## src/rtl/wb_port_arbiter.sv

```systemverilog
// Register-file write-port arbiter between the WB stage and a 2-entry
// result buffer fed by the multi-cycle unit, with starvation forcing.
//
// Ports:
//   clk_i, rst_n                  clock, async active-low reset
//   RegWrite_WB/RDaddr_WB/WBdata_WB  pipeline WB write request
//   mc_valid/mc_addr/mc_data      multi-cycle result offer
//   mc_ready                      buffer accepts a result this cycle
//   rf_we/rf_waddr/rf_wdata       register-file write port
//   hold_o                        WB write refused, MEM/WB must hold
module wb_port_arbiter #(
   parameter int unsigned STARVE_LIMIT = 4
) (
   input  logic        clk_i,
   input  logic        rst_n,
   input  logic        RegWrite_WB,
   input  logic [2:0]  RDaddr_WB,
   input  logic [15:0] WBdata_WB,
   input  logic        mc_valid,
   input  logic [2:0]  mc_addr,
   input  logic [15:0] mc_data,
   output logic        mc_ready,
   output logic        rf_we,
   output logic [2:0]  rf_waddr,
   output logic [15:0] rf_wdata,
   output logic        hold_o
);

   localparam logic [3:0] LIMIT = 4'(STARVE_LIMIT);

   logic        r_live [2];
   logic [2:0]  r_addr [2];
   logic [15:0] r_data [2];
   logic        r_rd_ptr;
   logic        r_wr_ptr;
   logic [1:0]  r_cnt;
   logic [2:0]  r_starve;

   logic w_head_vld;
   logic w_head_live;
   logic w_force;
   logic w_pipe;
   logic w_pop;
   logic w_head_wr;
   logic w_push;

   assign w_head_vld  = (r_cnt != 2'd0);
   assign w_head_live = r_live[r_rd_ptr];

   assign w_force = rst_n && w_head_vld && w_head_live
                    && ({1'b0, r_starve} >= LIMIT);

   assign w_pipe = rst_n && !w_force && RegWrite_WB;

   // A dead head is dropped alongside a pipeline write.
   assign w_pop = rst_n && w_head_vld
                  && (w_force || !RegWrite_WB || !w_head_live);

   assign w_head_wr = w_pop && w_head_live;

   // Ready from registered occupancy only: no push into a full
   // buffer even if it pops this cycle.
   assign mc_ready = rst_n && (r_cnt != 2'd2);
   assign w_push   = mc_valid && mc_ready;
   assign hold_o   = w_force && RegWrite_WB;

   always_comb begin
      rf_we    = 1'b0;
      rf_waddr = 3'd0;
      rf_wdata = 16'd0;
      if (w_head_wr) begin
         rf_we    = 1'b1;
         rf_waddr = r_addr[r_rd_ptr];
         rf_wdata = r_data[r_rd_ptr];
      end else if (w_pipe) begin
         rf_we    = 1'b1;
         rf_waddr = RDaddr_WB;
         rf_wdata = WBdata_WB;
      end
   end

   always_ff @(posedge clk_i or negedge rst_n) begin
      if (!rst_n) begin
         for (int i = 0; i < 2; i++) begin
            r_live[i] <= 1'b0;
            r_addr[i] <= 3'd0;
            r_data[i] <= 16'd0;
         end
         r_rd_ptr <= 1'b0;
         r_wr_ptr <= 1'b0;
         r_cnt    <= 2'd0;
         r_starve <= 3'd0;
      end else begin
         // Older buffered results to the same register are stale once
         // the pipeline writes it; drop them.
         for (int i = 0; i < 2; i++) begin
            if (w_pipe && (r_addr[i] == RDaddr_WB)
                && !(w_pop && (r_rd_ptr == 1'(i))))
               r_live[i] <= 1'b0;
         end
         if (w_pop) begin
            r_live[r_rd_ptr] <= 1'b0;
            r_rd_ptr         <= ~r_rd_ptr;
         end
         if (w_push) begin
            r_live[r_wr_ptr] <= 1'b1;
            r_addr[r_wr_ptr] <= mc_addr;
            r_data[r_wr_ptr] <= mc_data;
            r_wr_ptr         <= ~r_wr_ptr;
         end
         unique case ({w_push, w_pop})
            2'b10:   r_cnt <= r_cnt + 2'd1;
            2'b01:   r_cnt <= r_cnt - 2'd1;
            default: r_cnt <= r_cnt;
         endcase
         if (w_pop || (r_cnt == 2'd0))
            r_starve <= 3'd0;
         else if (w_head_live && (r_starve != 3'd7))
            r_starve <= r_starve + 3'd1;
      end
   end

endmodule

```

## config.mk

```make
export PLATFORM = sky130hd
export DESIGN_NAME = wb_port_arbiter
export DESIGN_NICKNAME = d
export VERILOG_FILES = /design/src/rtl/wb_port_arbiter.sv
export SDC_FILE = /design/constraint.sdc
export NUM_CORES = 1
export LEC_CHECK = 0
export CAP_MARGIN = 20
export CORE_UTILIZATION = 52
export DETAILED_ROUTE_END_ITERATION = 10
export GPL_TIMING_DRIVEN = 0
export HOLD_SLACK_MARGIN = 0.15
export PLACE_DENSITY = 0.82
export RECOVER_POWER = 50
export SYNTH_ARGS = -nofsm -noshare
export SYNTH_HDL_FRONTEND = slang
export SYNTH_SLANG_ARGS = --single-unit
```

## constraint.sdc

```tcl
create_clock -name clk_i -period 2.25 [get_ports clk_i]
set_input_delay 0.45 -clock clk_i [delete_from_list [all_inputs] [get_ports clk_i]]
set_output_delay 0.45 -clock clk_i [all_outputs]
set_load 0.05 [all_outputs]
```

==> out/metrics.cfg <==
[outcome]
status = finished, violations left
failed_checks = negative setup slack

[power]
p_clk_share_pct = 12.5
internal_power_uw = 2520
seq_power_share_pct = 38.4
p_sw_share_pct = 38.3
p_comb_share_pct = 49.0
p_switching_uw = 1570
peakVddDrop_mv = 0.664
power.density_mw_per_mm2 = 1170
p_leak_uw = 0.00158

[sta]
finalMaxSlewViolations = 0
post-route-min-period_ns = 2.27
rsz0062_at_grt = yes
fin_crit_sh_pct = 101
finalSetupTns_ns = -0.0183
relSlewSlack_pct = 31.7
max_freq_ghz = 0.441
setup_viol = 2
hold_viol_final = 0
worstMarginPinSlew_ns = 1.02
fin_skew_ns = 0.00688
worst_slack_ns = -0.0156

[grt]
grt_first_pass_wirelength_um = 9320
grt_start_max_net_pins = 19
grt_pass1_vias = 1947
grt.total_usage_pct = 24.3
antenna_found_initial = 0
grt_overflow = 0

[finish]
antenna_cells = 0
nets = 323
area_growth_pct = 44.5
fillCellCount = 263
drive_gt1_share_pct = 45.2
fin_util_pct = 79.4

[placed_design]
io_buffers = 63
dp_slack_ns = -0.960
place.gp.congestion = 0.753
dpl.hpwl_um = 3650

[floorplan]
num_io_pins = 64
die_x_um = 70.3
core_mm2 = 0.00441
num_rows = 24
initial_core_util_pct = 54.9
die_h_um = 70.3
die_area_mm2 = 0.00494

[setup_path]
setup.worst_path.start_class = flip-flop
endpoint_kind = primary output
ff2ff_setup_slack_ns = 0.46
critical_path_arrival_ns = 1.82
cp.required_ns = 1.80
worstReg2RegStart = r_rd_ptr$_DFFE_PN0N_
r2r_cells = 8
criticalPathCategory = reg2out
reg2reg_to = r_cnt[1]$_DFFE_PN0P_
cp_max_fo = 5
startpoint = r_rd_ptr$_DFFE_PN0N_

[routing]
met2WireLength_um = 2930
first_pass_iters = 6
viasPerCell = 5.57
drt_iter0_drc = 95
drc = 0
top_layer = met4
routed_wl_um = 5900
wl_met3_um = 275
ant_nets = 0
wl_per_cell_um = 17.8
met1_length_um = 2580
vias = 1844

[synth]
synth_xor_area_share_pct = 4.33
syn-mean-instance-area_um2 = 12.2
ys_seq_area_share_pct = 48.5
ys_warn_count = 0
synthTopCellsByArea = dfrtp_1, mux2_2, mux2i_1
synth_adder_area_share_pct = 1.55
synthSimpleGateAreaFrac_pct = 7.69
synth_cell_types = 29
ys_ff_latch = 47
synth_top_family_by_area = multiplexers
synth_cells = 199
yosysTopAreaCell = dfrtp_1
synth_mux_area_share_pct = 27.6
syn-cell-area_mm2 = 0.00242
synth_compound_area_share_pct = 7.07
syn-num-nets = 244
synth_top_area_share_pct = 48.5

[worst_hold_path]
hp-start = r_data[20]$_DFFE_PN0P_
holdPathEnd = r_data[20]$_DFFE_PN0P_
min_path_type = reg2reg
holdPathStages = 1

[clock_tree]
cts_made_buffers = 5
clock-sinks = 47
root_buffer = clkbuf_8
clockBufferDepth = 2
clk_pin_slew_ns = 0.09
h-tree-depth = 2
insertion_delay_ns = 0.31
cts_tree = yes

[flow_run]
drv_cap = 0

==> power by group through the flow <==
stage | combinational (uW) | sequential (uW) | clock (uW)
final | 2000 | 1570 | 512
after CTS | 1830 | 1550 | 520
after global placement | 1710 | 1540 | 0
after detailed placement | 1760 | 1560 | 0
after floorplan | 1350 | 1480 | 0
after global routing | 2150 | 1620 | 548
==> cells by family (layout without fill, tap and decap cells) <==
| group | count (synthesis) | in the layout |
|---|---|---|
| multiplexers | 58 | 58 |
| buffers and inverters | 11 | 91 |
| flip-flops | 47 | 47 |
| adder cells (fa/ha/maj) | 3 | 3 |
| XOR/XNOR | 12 | 12 |
| AO/OA/AOI/OAI | 30 | 30 |
| AND/OR/NAND/NOR | 38 | 38 |
==> stage by stage <==
stage                     hold slack [ns]  area, um^2  instances  total power [uW]
after global placement              0.487        3120        314              3240
after floorplan                     0.154        2420        199              2840
after global routing                0.524        3500        331              4310
final                               0.511        3500        331              4090
after CTS                           0.167        3300        328              3900
after detailed placement            0.387        3140        315              3320
==> Yosys cell counts <==
| cell | number |
|---|---|
| o21ai_0 | 23 |
| inv_2 | 1 |
| a32o_1 | 1 |
| buf_6 | 2 |
| mux2_4 | 10 |
| nand2b_1 | 4 |
| buf_2 | 5 |
| a31o_2 | 1 |
| mux2_2 | 28 |
| nand2_1 | 23 |
| nor2_1 | 4 |
| mux2i_1 | 19 |
| dfrtp_1 | 47 |
| xor2_1 | 2 |
| o21ba_2 | 1 |
| nand4_1 | 2 |
| o211a_1 | 1 |
| clkbuf_1 | 2 |
| a21oi_1 | 2 |
| xnor2_1 | 10 |
| and3_4 | 1 |
| buf_12 | 1 |
| ha_1 | 3 |
| and3_1 | 1 |
| nand2_4 | 1 |
| mux2i_2 | 1 |
| o21bai_1 | 1 |
| and2_2 | 1 |
| nor2_4 | 1 |
==> worst max-delay path by stage <==
stage / end
after floorplan: rf_waddr[2]
after global placement: rf_waddr[2]
after detailed placement: rf_waddr[2]
after CTS: rf_wdata[13]
after global routing: rf_wdata[1]
final: rf_we
==> registers in the layout (all words and copies together) (netlist names) <==
signal    cells
r_data       32
r_addr        6
r_starve      3
r_cnt         2
r_live        2
r_rd_ptr      1
r_wr_ptr      1
==> layout by cell type, fill, tap and decap left out, drive strengths merged, types with 2 or more instances in the layout <==
cell type / count
nand2b: 4
xor2: 2
mux2: 38
dfrtp: 47
o21ai: 23
xnor2: 10
nand4: 2
nor2: 5
nand2: 24
buf: 35
clkbuf: 8
dlygate4sd3: 2
a21oi: 2
mux2i: 20
clkinv: 3
ha: 3
clkdlybuf4s50: 40
and3: 2
==> worst max-delay path, cell delays in order (launching register included) <==
cell and delay, ns:
dfrtp_1 0.38, buf_6 0.13, mux2i_4 0.19, o211a_4 0.31
clkbuf_16 0.17, nand2b_1 0.15, buf_6 0.16
==> per-layer routing <==
layer  GRT usage [%]  vias up
met4            8.00        0
met2            39.9       48
met5               0        -
met1            30.8      921
met3            6.78       11
li1                -      864
==> area by class of cell <==
type	instances	area, um^2	share of cell area (%)
inverters	1	3.75	0.107
repair buffers	72	752	21.5
well taps	52	65.1	1.86
flip-flops and latches	47	1180	33.6
clock inverters	3	15.0	0.429
multi-input cells	141	1300	37.2
clock buffers	5	68.8	1.96
plain buffers	10	120	3.43
==> repair_timing <==
action                                  in CTS  in global routing
resized for setup                          167                 75
hold buffers                                 2                  0
endpoints found under the hold margin       15                  0
endpoints found under the setup margin      22                 20
pin swaps                                    1                  5
gates cloned                                 1                  2
buffers inserted                             2                  1
Note: power is estimated with default switching activity, not from simulation.
==> RTL change, RTL diff (same settings) <==
Reset style: synchronous (`rst_n`), changed in one clocked block. Comments in the files are not updated.
--- a/src/rtl/wb_port_arbiter.sv
+++ b/src/rtl/wb_port_arbiter.sv
@@ -81,3 +81,3 @@
 
-   always_ff @(posedge clk_i or negedge rst_n) begin
+   always_ff @(posedge clk_i) begin
       if (!rst_n) begin
Formal check against the unedited RTL: no difference found for any inputs over 10 cycles, from zero or initial values and one cycle with rst_n low; that may be too few to reach the edited logic, so the function may still have changed.
==> RTL change against the original RTL <==
The flow still finishes with violations (setup timing); via count is 3.2% lower; worst setup slack worse by 0.029 ns; core utilization is 0.59 points lower; worst hold slack better by 0.018 ns; wire length is 8.7% lower; sequential cell count is 1 higher; register-to-register slack worse by 0.42 ns; design area is 1.3% higher; area after synthesis is 4.0% higher; synthesized cell count is 1.5% lower; first-iteration DRC count is 27% higher; critical path type unchanged; critical endpoint is now rf_wdata[5]; largest cell class is now registers.
Power is not compared: it rests on default switching activity, and its combinational part moved more than twofold at a synthesized area within 25%.
==> RTL change: results (changes against the original RTL) <==
| Metric | Value |
|---|---|
| Final worst slack | -0.0447 ns (-0.0292 ns) |
| Hold_sp | r_rd_ptr |
| Met3 wire length | 246 µm (-11%) |
| Run status | finished, violations left |
| Drt via density | 5.48 (-1.7%) |
| Met1 usage | 27.3% (-3.5 points) |
| Async SR Flop Fraction | 0% (-100 points) |
| CP top delay family | flip-flops |
| Top FF cell, synth | edfxtp_1 |
| Nets@finish | 320 (-0.93%) |
| Routed met2 length | 2.79 mm (-5.0%) |
| Clock Latency Late Sink | 0.29 ns (-0.02 ns) |
| Compound-Gate Fraction of Synth Area | 14.7% (+7.6 points) |
| CP Capture Point | rf_wdata[5] |
| Routing usage on met2 | 39.1% (-0.80 points) |
| Final WL | 5.38 mm (-8.7%) |
| Yosys cell types | 33 (+14%) |
| DPL Wire Length | 3.71 mm (+1.6%) |
| Fraction of layout cells with a size suffix above 1 | 24.8% (-20 points) |
| Worst R2R Setup Slack | 0.04 ns (-0.42 ns) |
| WL met1 | 2.29 mm (-11%) |
| Top post-synthesis cells by area | edfxtp_1, and2_1, mux2i_1, dfxtp_1, o2bb2ai_2 |
| Synth Area in XOR/XNOR | 3.13% (-1.2 points) |
| Failing checks | setup timing |
| Total setup buffers inserted after CTS | 5 (+3) |
| Setup-failing EPs final | 20 (+18) |
| CP max FO | 10 (+5) |
| Vias in the first global route | 1813 (-6.9%) |
| Multiplexer share of the synthesized area | 8.93% (-19 points) |
-- RTL change: changes by cell type after synthesis, sizes merged, moves of 7 or more --
cell and change:
and2 +39, xnor2 -7, o21ai -19, mux2 -37, edfxtp +38, nand2 -17
o2bb2ai +19, dfrtp -47, dfxtp +10
-- RTL change: layout make-up --
cell class / instances / area, µm²
Buffer: 9 / 72.6
Clock buffer: 7 / 76.3
Clock inverter: 1 / 5.00
Fill cell: 299 / 956
Inverter: 5 / 18.8
Multi-Input combinational cell: 132 / 1190
Sequential cell: 48 / 1340
Tap cell: 52 / 65.1
Timing Repair Buffer: 72 / 777
-- RTL change: stage by stage --
step	TNS [ns]	hold WS, ns	area [µm²]	std cells	setup WS (ns)
after floorplan	-5.60	0.479	2520	196	-0.147
after detailed placement	-19.72	0.516	3260	313	-1.04
final	-0.509	0.529	3550	326	-0.0447
after global placement	-76.20	0.499	3220	311	-1.50
after CTS	-0.224	0.527	3510	325	-0.0281
after global routing	-1.51	0.559	3550	326	-0.0865
